--- config.mk ---
export PLATFORM = sky130hd
export DESIGN_NAME = exec_sequencer
export DESIGN_NICKNAME = d
export VERILOG_FILES = /design/src/rtl/exec_pkg.sv /design/src/rtl/exec_alu.sv /design/src/rtl/exec_sequencer.sv
export SDC_FILE = /design/constraint.sdc
export NUM_CORES = 1
export LEC_CHECK = 0
export ABC_AREA = 1
export CAP_MARGIN = 20
export CORE_MARGIN = 8
export CORE_UTILIZATION = 45
export CTS_CLUSTER_DIAMETER = 40
export CTS_CLUSTER_SIZE = 8
export DETAILED_ROUTE_END_ITERATION = 10
export GPL_TIMING_DRIVEN = 0
export HOLD_SLACK_MARGIN = 0.12
export PLACE_DENSITY = 0.71
export SETUP_SLACK_MARGIN = 0.4
export SLEW_MARGIN = 15
export SYNTH_ARGS = -nofsm -noshare
export SYNTH_HDL_FRONTEND = slang
export SYNTH_SLANG_ARGS = --single-unit
export TNS_END_PERCENT = 10
--- constraint.sdc ---
create_clock -name clk -period 2 [get_ports clk]
set_clock_uncertainty 0.15 [all_clocks]
set_input_delay 0.6 -clock clk [delete_from_list [all_inputs] [get_ports clk]]
set_output_delay 0.6 -clock clk [all_outputs]
set_load 0.01 [all_outputs]
--- src/rtl/exec_pkg.sv ---
// Shared definitions for the exec sequencer: opcodes, FSM states and instruction field helpers.
// Instruction layout: [15:12] op, [11:8] D, [7:4] S, [7:0] imm8 (LDI only).
package exec_pkg;

  localparam logic [3:0] OP_NOP = 4'h0;
  localparam logic [3:0] OP_ADD = 4'h1;
  localparam logic [3:0] OP_SUB = 4'h2;
  localparam logic [3:0] OP_AND = 4'h3;
  localparam logic [3:0] OP_OR  = 4'h4;
  localparam logic [3:0] OP_XOR = 4'h5;
  localparam logic [3:0] OP_MOV = 4'h6;
  localparam logic [3:0] OP_LDI = 4'h7;
  localparam logic [3:0] OP_SHL = 4'h8;
  localparam logic [3:0] OP_SAR = 4'h9;
  localparam logic [3:0] OP_CMP = 4'hA;

  typedef enum logic [1:0] {
    ST_IDLE  = 2'd0,
    ST_READ  = 2'd1,
    ST_EXEC  = 2'd2,
    ST_WRITE = 2'd3
  } state_t;

  function automatic logic [3:0] instrOp(input logic [15:0] i);
    return i[15:12];
  endfunction

  function automatic logic [3:0] instrD(input logic [15:0] i);
    return i[11:8];
  endfunction

  function automatic logic [3:0] instrS(input logic [15:0] i);
    return i[7:4];
  endfunction

  function automatic logic [7:0] instrImm(input logic [15:0] i);
    return i[7:0];
  endfunction

  // NOP and CMP go through the full pipeline but never touch the register file.
  function automatic logic opWrites(input logic [3:0] op);
    return (op != OP_NOP) && (op != OP_CMP);
  endfunction

endpackage

--- src/rtl/exec_alu.sv ---
// Combinational ALU for the exec sequencer: computes result, {ovf, neg, zero} and opcode legality.
// All arithmetic is modulo 2^DATA_W; shifts use only the low 4 bits of the S operand.
module exec_alu
  import exec_pkg::*;
#(
  parameter int DATA_W = 16
) (
  input  logic [3:0]        i_op,
  input  logic [DATA_W-1:0] i_a,
  input  logic [DATA_W-1:0] i_b,
  input  logic [7:0]        i_imm8,
  output logic [DATA_W-1:0] o_res,
  output logic [2:0]        o_flags,
  output logic              o_illegal
);

  localparam int MSB = DATA_W - 1;

  logic                     w_ovf;
  int                       w_shamt;
  logic signed [DATA_W-1:0] w_aSigned;

  always_comb begin
    o_res     = i_a;
    w_ovf     = 1'b0;
    o_illegal = 1'b0;
    w_shamt   = int'(i_b[3:0]);
    w_aSigned = i_a;
    case (i_op)
      OP_NOP: o_res = i_a;
      OP_ADD: begin
        o_res = i_a + i_b;
        w_ovf = (i_a[MSB] == i_b[MSB]) && (o_res[MSB] != i_a[MSB]);
      end
      OP_SUB, OP_CMP: begin
        o_res = i_a - i_b;
        w_ovf = (i_a[MSB] != i_b[MSB]) && (o_res[MSB] != i_a[MSB]);
      end
      OP_AND: o_res = i_a & i_b;
      OP_OR:  o_res = i_a | i_b;
      OP_XOR: o_res = i_a ^ i_b;
      OP_MOV: o_res = i_b;
      OP_LDI: o_res = {{(DATA_W-8){i_imm8[7]}}, i_imm8};
      OP_SHL: begin
        if (w_shamt >= DATA_W) o_res = '0;
        else                   o_res = i_a << i_b[3:0];
      end
      // Kept as a separate signed statement so the arithmetic shift is not demoted to logical.
      OP_SAR: begin
        if (w_shamt >= DATA_W) o_res = {DATA_W{i_a[MSB]}};
        else                   o_res = w_aSigned >>> i_b[3:0];
      end
      default: o_illegal = 1'b1;
    endcase
    o_flags = {w_ovf, o_res[MSB], (o_res == '0)};
  end

endmodule

--- src/rtl/exec_sequencer.sv ---
// Non-pipelined issue/execute stage: IDLE -> READ -> EXEC -> WRITE, one instruction in flight.
// Reads D/S through the register file's registered ports and writes the ALU result back to D.
module exec_sequencer
  import exec_pkg::*;
#(
  parameter int DATA_W    = 16,
  parameter int ADDR_W    = 4,
  parameter int REG_DEPTH = 16
) (
  input  logic              clk,
  input  logic              rst_n,
  input  logic              instr_valid,
  input  logic [15:0]       instr,
  output logic              instr_ready,
  output logic              rf_rd_en,
  output logic              rf_rs_en,
  output logic              rf_wr_en,
  output logic [ADDR_W-1:0] rf_rd_addr,
  output logic [ADDR_W-1:0] rf_rs_addr,
  output logic [DATA_W-1:0] rf_wr_data,
  input  logic [DATA_W-1:0] rf_rd_data,
  input  logic [DATA_W-1:0] rf_rs_data,
  input  logic              rf_valid,
  output logic [DATA_W-1:0] result,
  output logic              result_valid,
  output logic [2:0]        flags,
  output logic              err
);

  state_t            r_state;
  state_t            w_stateNext;
  logic [15:0]       r_instr;
  logic [DATA_W-1:0] r_result;
  logic [2:0]        r_flags;
  logic              r_err;

  logic [3:0]        w_op;
  logic [DATA_W-1:0] w_aluRes;
  logic [2:0]        w_aluFlags;
  logic              w_aluIllegal;
  logic              w_addrIllegal;
  logic              w_issueIllegal;

  // The ALU also decodes legality of the instruction being offered while idle.
  assign w_op = (r_state == ST_IDLE) ? instrOp(instr) : instrOp(r_instr);

  // LDI reuses the S field as immediate bits, so only D is range-checked for it.
  assign w_addrIllegal = (int'(instrD(instr)) >= REG_DEPTH) ||
                         ((instrOp(instr) != OP_LDI) && (int'(instrS(instr)) >= REG_DEPTH));
  assign w_issueIllegal = w_aluIllegal || w_addrIllegal;

  exec_alu #(
    .DATA_W (DATA_W)
  ) u_alu (
    .i_op      (w_op),
    .i_a       (rf_rd_data),
    .i_b       (rf_rs_data),
    .i_imm8    (instrImm(r_instr)),
    .o_res     (w_aluRes),
    .o_flags   (w_aluFlags),
    .o_illegal (w_aluIllegal)
  );

  always_ff @(posedge clk or negedge rst_n) begin
    if (!rst_n) r_state <= ST_IDLE;
    else        r_state <= w_stateNext;
  end

  always_comb begin
    w_stateNext  = r_state;
    instr_ready  = 1'b0;
    rf_rd_en     = 1'b0;
    rf_rs_en     = 1'b0;
    rf_wr_en     = 1'b0;
    rf_rd_addr   = '0;
    rf_rs_addr   = '0;
    rf_wr_data   = '0;
    result_valid = 1'b0;
    case (r_state)
      ST_IDLE: begin
        instr_ready = 1'b1;
        if (instr_valid && !w_issueIllegal) w_stateNext = ST_READ;
      end
      ST_READ: begin
        rf_rd_en    = 1'b1;
        rf_rs_en    = 1'b1;
        rf_rd_addr  = ADDR_W'(instrD(r_instr));
        rf_rs_addr  = ADDR_W'(instrS(r_instr));
        w_stateNext = ST_EXEC;
      end
      ST_EXEC: begin
        w_stateNext = rf_valid ? ST_WRITE : ST_IDLE;
      end
      ST_WRITE: begin
        rf_wr_en     = opWrites(instrOp(r_instr));
        rf_rd_addr   = ADDR_W'(instrD(r_instr));
        rf_wr_data   = r_result;
        result_valid = 1'b1;
        w_stateNext  = ST_IDLE;
      end
      default: w_stateNext = ST_IDLE;
    endcase
  end

  // err is a registered pulse, so it lands the cycle after the offending IDLE or EXEC cycle.
  always_ff @(posedge clk or negedge rst_n) begin
    if (!rst_n) begin
      r_instr  <= '0;
      r_result <= '0;
      r_flags  <= '0;
      r_err    <= 1'b0;
    end else begin
      r_err <= 1'b0;
      if ((r_state == ST_IDLE) && instr_valid) begin
        if (w_issueIllegal) r_err   <= 1'b1;
        else                r_instr <= instr;
      end
      if (r_state == ST_EXEC) begin
        if (!rf_valid) begin
          r_err <= 1'b1;
        end else begin
          r_result <= w_aluRes;
          if (instrOp(r_instr) != OP_NOP) r_flags <= w_aluFlags;
        end
      end
    end
  end

  assign result = r_result;
  assign flags  = r_flags;
  assign err    = r_err;

endmodule
# Yosys cells after proc, flatten, opt, wreduce, memory -nomap -nowiden
# Index checks and enable logic that the tools add are counted.
word_totals:
  latch_bits: 0
  elab_cells: 63
  ram_bits: 0
  rom_bits: 0
  n_memories: 0
  output_inout_bits: 49
  ff_bits: 38
  inputBits: 52
op_classes:
  n_addsub: 2
  n_eq_ne: 19
  mul: 0
  mux: 17
  n_shift: 2
  div_mod_pow: 0
  magnitude_cmp: 0
  n_bitwise: 3
  reduce_logical: 15
op_table:
  columns: ["operator", "n"]
  rows:
  - ["$pmux W16 S9", 1]
  - ["$add A16 B16 Y16", 1]
  - ["$and A16 B16 Y16", 1]
  - ["$eq A4 B3 Y1 const B", 4]
  - ["$logic_not A16 Y1", 1]
  - ["$mux W16", 1]
  - ["$or A16 B16 Y16", 1]
  - ["$shl A16 B4 Y16", 1]
  - ["$sshr A16 B4 Y16", 1]
  - ["$sub A16 B16 Y16", 1]
  - ["$xor A16 B16 Y16", 1]
  - ["$eq A4 B4 Y1 const B", 3]
  - ["$mux W4", 3]
  - ["$reduce_or A11 Y1", 1]
  - ["$eq A4 B2 Y1 const B", 2]
  - ["$mux W1", 8]
  - ["$pmux W2 S4", 1]
  - ["$logic_and A1 B1 Y1", 5]
  - ["$eq A2 B2 Y1 const B", 2]
  - ["$eq A4 B1 Y1 const B", 1]
  - ["$logic_not A4 Y1", 1]
  - ["$mux W2", 2]
  - ["$ne A4 B4 Y1 const B", 1]
  - ["$reduce_and A2 Y1", 2]
  - ["9 further kinds", 12]

# Logic depth before layout (Yosys ltp)
logic_depth:
  depth_word: 8
  ltp_mapped: 22
  mapped_depth_nobuf: 20

# Cells and area by module
# A second synthesis with hierarchy kept.
hier_totals:
  cells_unflattened: 1189
  area_unflattened_um2: 6409.9
by_module_without_submodules:
  columns: ["mod", "seq_area_each_um2", "area_per_inst_um2", "cells_per_inst", "instances"]
  rows:
  - ["exec_alu", 0.0, 4649.5, 974, 1]
  - ["exec_sequencer", 950.9, 1760.4, 215, 1]

# Least setup slack after synthesis
# Ideal clock, no wire load.
synth_timing:
  kind: "input to register"
  startpoint: "in rf_rs_data[3]"
  endpoint: "reg r_flags[0], in the netlist flags[0]"
  n_path_buf: 3
  setup_time_ns: 0.065
  required_time_ns: 1.785
  t_arrival_ns: 2.894
  stages: 18
  path_slack_ns: -1.109
  path_cell_list: "clkbuf_1 inv_1 clkbuf_1 ha_1 buf_2 a21oi_1 nand2_1 a21boi_0 inv_1 nand2_1 nand3_1 nand3_1 nand3_1 nor2_1 nand2_1 nor2_1 nand3_1 nand2_1"
synth_between:
  elab_chain_len: 3
  word_cells_on_any_way: 9
  classes_between: "add/sub: 2; shift: 2; mux: 1; bitwise: 3; reduce/logical: 1"
synth_lines:
  columns: ["element", "line_no", "rtl"]
  rows:
  - ["from (decl)", "exec_sequencer.sv:22", "input logic [DATA_W-1:0] rf_rs_data,"]
  - ["$sub A16 B16 Y16 (tied with other cells)", "exec_alu.sv:36", "o_res = i_a - i_b;"]
  - ["$pmux W16 S9 *", "exec_alu.sv:29", "case (i_op)"]
  - ["$logic_not A16 Y1 *", "exec_alu.sv:55", "o_flags = {w_ovf, o_res[MSB], (o_res == '0)};"]
  - ["to (signal assigned)", "exec_sequencer.sv:123", "if (instrOp(r_instr) != OP_NOP) r_flags <= w_aluFlags;"]
  - ["to (decl)", "exec_sequencer.sv:34", "logic [2:0] r_flags;"]
# Mark *: on every way between the ends. The rest lies on a longest branch, timed or not.
# A chain may end at the register's enable or synchronous reset.

# Final worst setup path
layout_timing:
  startpoint: "in rf_rs_data[2]"
  endpoint: "reg r_flags[0], in the netlist flags[0]"
# The elaborated chain is that of the path after synthesis.

==> metrics.cfg <==
[outcome]
status=finished, violations left
violations=setup timing

[sta]
fin_crit_ps=2688
finalCritPeriodShare=1.344
drv_slew=0
setup_ws_ps=-688.2
whs_ps=349.0
tightest_slew_ps=609.8
slew_headroom=0.5934
max_freq_mhz=372.0
setup_violations=40
timing.final.hold_violations=0
rsz0062_at_grt=yes

[pwr]
ir_worst_vdd_v=0.0008700
powerDensity_nw_per_um2=1123
leakage_nw=4.638

[grt]
track_usage=0.2808
overflow=0
grt_pass1_wl_um=39880
grt_max_degree=33
grt_pass1_vias=7561
antenna_found_initial=0

[synthesis]
synth_area_sq_um=6153
ys_types=41
synth_flop_cell=dfrtp_1
seq_area_frac_synth=0.1545
synth_area_per_cell_sq_um=5.661
synth_edf_count=0
synth_top_family_by_area=simple AND/OR/NAND/NOR gates
synth_mux_area_frac=0.01464
syn-num-nets=1189
synth_compound_area_frac=0.09923
synthCells=1087
synth_xor_area_frac=0.007117
yosys_warnings=0
yosys.area_share.simple=0.5002
synth_fa_ha_area_frac=0.1041
ys_ff_latch=38
async_flop_share=1.000

[die]
io_pins=101
die_w_um=132.9
fp.dieH_um=132.9
rows=42
core_area_sq_um=13300
start_util=0.4628
dieArea_sq_um=17670

[final_layout]
stdcell_count=1434
antenna_cells=0
fin_nets=1359
final_util=0.6882
final_common_cell=nand2_1
fin_area_sq_um=9150
final_cell_mix=269 x nand2_1, 173 x nand3_1, 97 x inv_1
area.growth.synth_to_final_pct=48.70
drive_above_1_share=0.3362

[routing]
route.met2.wl_um=12460
vias_per_cell=5.754
wirelength_um=27370
wl_met3_um=2829
via_count=8251
drtIter0Drc=978
dr.pass1.iters=6
route.top_layer_used=met4
wl_met1_um=10800
drc=0
ant_nets=0
wl_per_cell_um=19.09

[clock_network]
cts_tree=done
clk_path_buf_depth=2
cts-root-buf=clkbuf_16
cts.sinks=38
clock_latency_ps=290
h-tree-depth=2
path_clk_slew_ps=60
cts_made_buffers=5

[placement]
io_buffers=100
place_inst=1364
pre_cts_ws_ps=-1915
post_dp_cell_area_sq_um=7511
hpwlAfterDp_um=19310
gp_congestion=1.020

[worst_setup_path]
path_max_fanout=7
crit_chain=buf_8 > clkbuf_16 > clkinv_8 > clkbuf_16 > ha_4 > buf_12 > clkinv_8 > nand2_8 > nand2_4 > nand3_2 > nand2_2 > nand2_2 > nand2_4 > nand2_2 > nand3_1 > nand3_2 > nand3_2 > nor2_4 > nand2_2 > nor2_2 > nand3_1 > nand2_1
cp_slowest_cell=ha_4
cp_slowest_stage_delay_ps=270
crit_path_end_kind=flop
path_class=input port to flop
start_kind=input port
crit_top_cell=nand2_2
cp.required_ps=2080
cp.arrival_ps=2770

[job]
max_cap_violations=0

[hold_path]
hold_path_class=flop to flop

## cells by family after synthesis
group | after synthesis
buffers and inverters | 179
flip-flops | 38
adder cells (fa/ha/maj) | 50
multiplexers | 8
AND/OR/NAND/NOR | 693
AO/OA/AOI/OAI | 114
XOR/XNOR | 5
## worst max-delay path, delay by kind of cell
family,cells,cell delay [ps]
adders and majority gates,1,270
and+or+nand+nor,15,1270
buffers and inverters,6,600
## what timing repair did
| item | CTS | global route |
|---|---|---|
| endpoints found under the hold margin | 6 | 0 |
| setup buffers | 31 | 23 |
| pin swaps | 53 | 75 |
| gates cloned | 5 | 2 |
| hold buffers | 1 | 0 |
| gates resized for setup | 423 | 246 |
| setup endpoints to repair | 87 | 73 |
## cell usage after synthesis, types with 3 or more instances
library cell,count,share of area
a21o_1,3,0.0037
a21oi_1,35,0.028
buf_1,4,0.0024
buf_2,11,0.0089
buf_6,6,0.011
clkbuf_1,24,0.015
dfrtp_1,38,0.15
ha_1,48,0.098
inv_1,125,0.076
inv_2,6,0.0037
mux2_2,8,0.015
nand2_1,315,0.19
nand2_2,13,0.013
nand2_4,7,0.013
nand3_1,202,0.16
nand3b_1,3,0.0037
nand4_1,11,0.011
nor2_1,113,0.069
nor2_2,7,0.0071
nor2_4,5,0.0091
nor3_1,7,0.0057
o21ai_0,58,0.047
o21ai_1,5,0.0041
o21bai_1,3,0.0037
xor2_1,5,0.0071
## cell type report
class                      instances  area (sq um)
inverter                         132         534.3
clock inverter                     1         5.005
multi-input combinational        872          5495
timing repair buffer             161          1280
sequential                        38         952.2
clock buffer                       7         142.6
tap                              176         220.2
fill                            1152          4145
buffer                            47         520.5
## metal layers
metal / GRT usage / vias up
met1: 0.3644 / 3818
met3: 0.05602 / 89
li1: - / 3846
met5: 0 / -
met2: 0.4406 / 498
met4: 0.1230 / 0
## where the power goes
part	total, mW	leakage, nW	internal, mW	switching [mW]
clock	0.805	0.0739	0.494	0.310
combinational	8.06	4.10	3.14	4.92
sequential	1.41	0.466	1.12	0.287
total	10.3	4.64	4.75	5.52
## per-stage QoR
stage	total power, mW	setup TNS (ps)
after global routing	10.82	-13260
after detailed placement	7.159	-45340
final	10.27	-10400
after floorplan	5.051	-6655
after global placement	7.108	-73200
after CTS	8.910	-11400
## registers in the layout, summed over array words and instances (netlist names)
signal and cells:
r_instr 16, err 1, flags 3, result 16, r_state 2
## final timing paths
path                                           to                    from  slack (ps)  depth (start not counted)
hold / removal               flags[0]$_DFFE_PN0P_    flags[0]$_DFFE_PN0P_         350                          2
hold reg to reg              flags[0]$_DFFE_PN0P_    flags[0]$_DFFE_PN0P_         350                          2
min in group asynchronous   result[9]$_DFFE_PN0P_                   rst_n         540                          2
setup reg to reg             flags[0]$_DFFE_PN0P_  r_state[0]$_DFFE_PN0P_        -590                         16
setup / recovery             flags[0]$_DFFE_PN0P_           rf_rs_data[2]        -690                         22
max in group asynchronous  r_state[1]$_DFFE_PN0P_                   rst_n         730                          3
No activity file was read; power rests on OpenSTA's default activity.
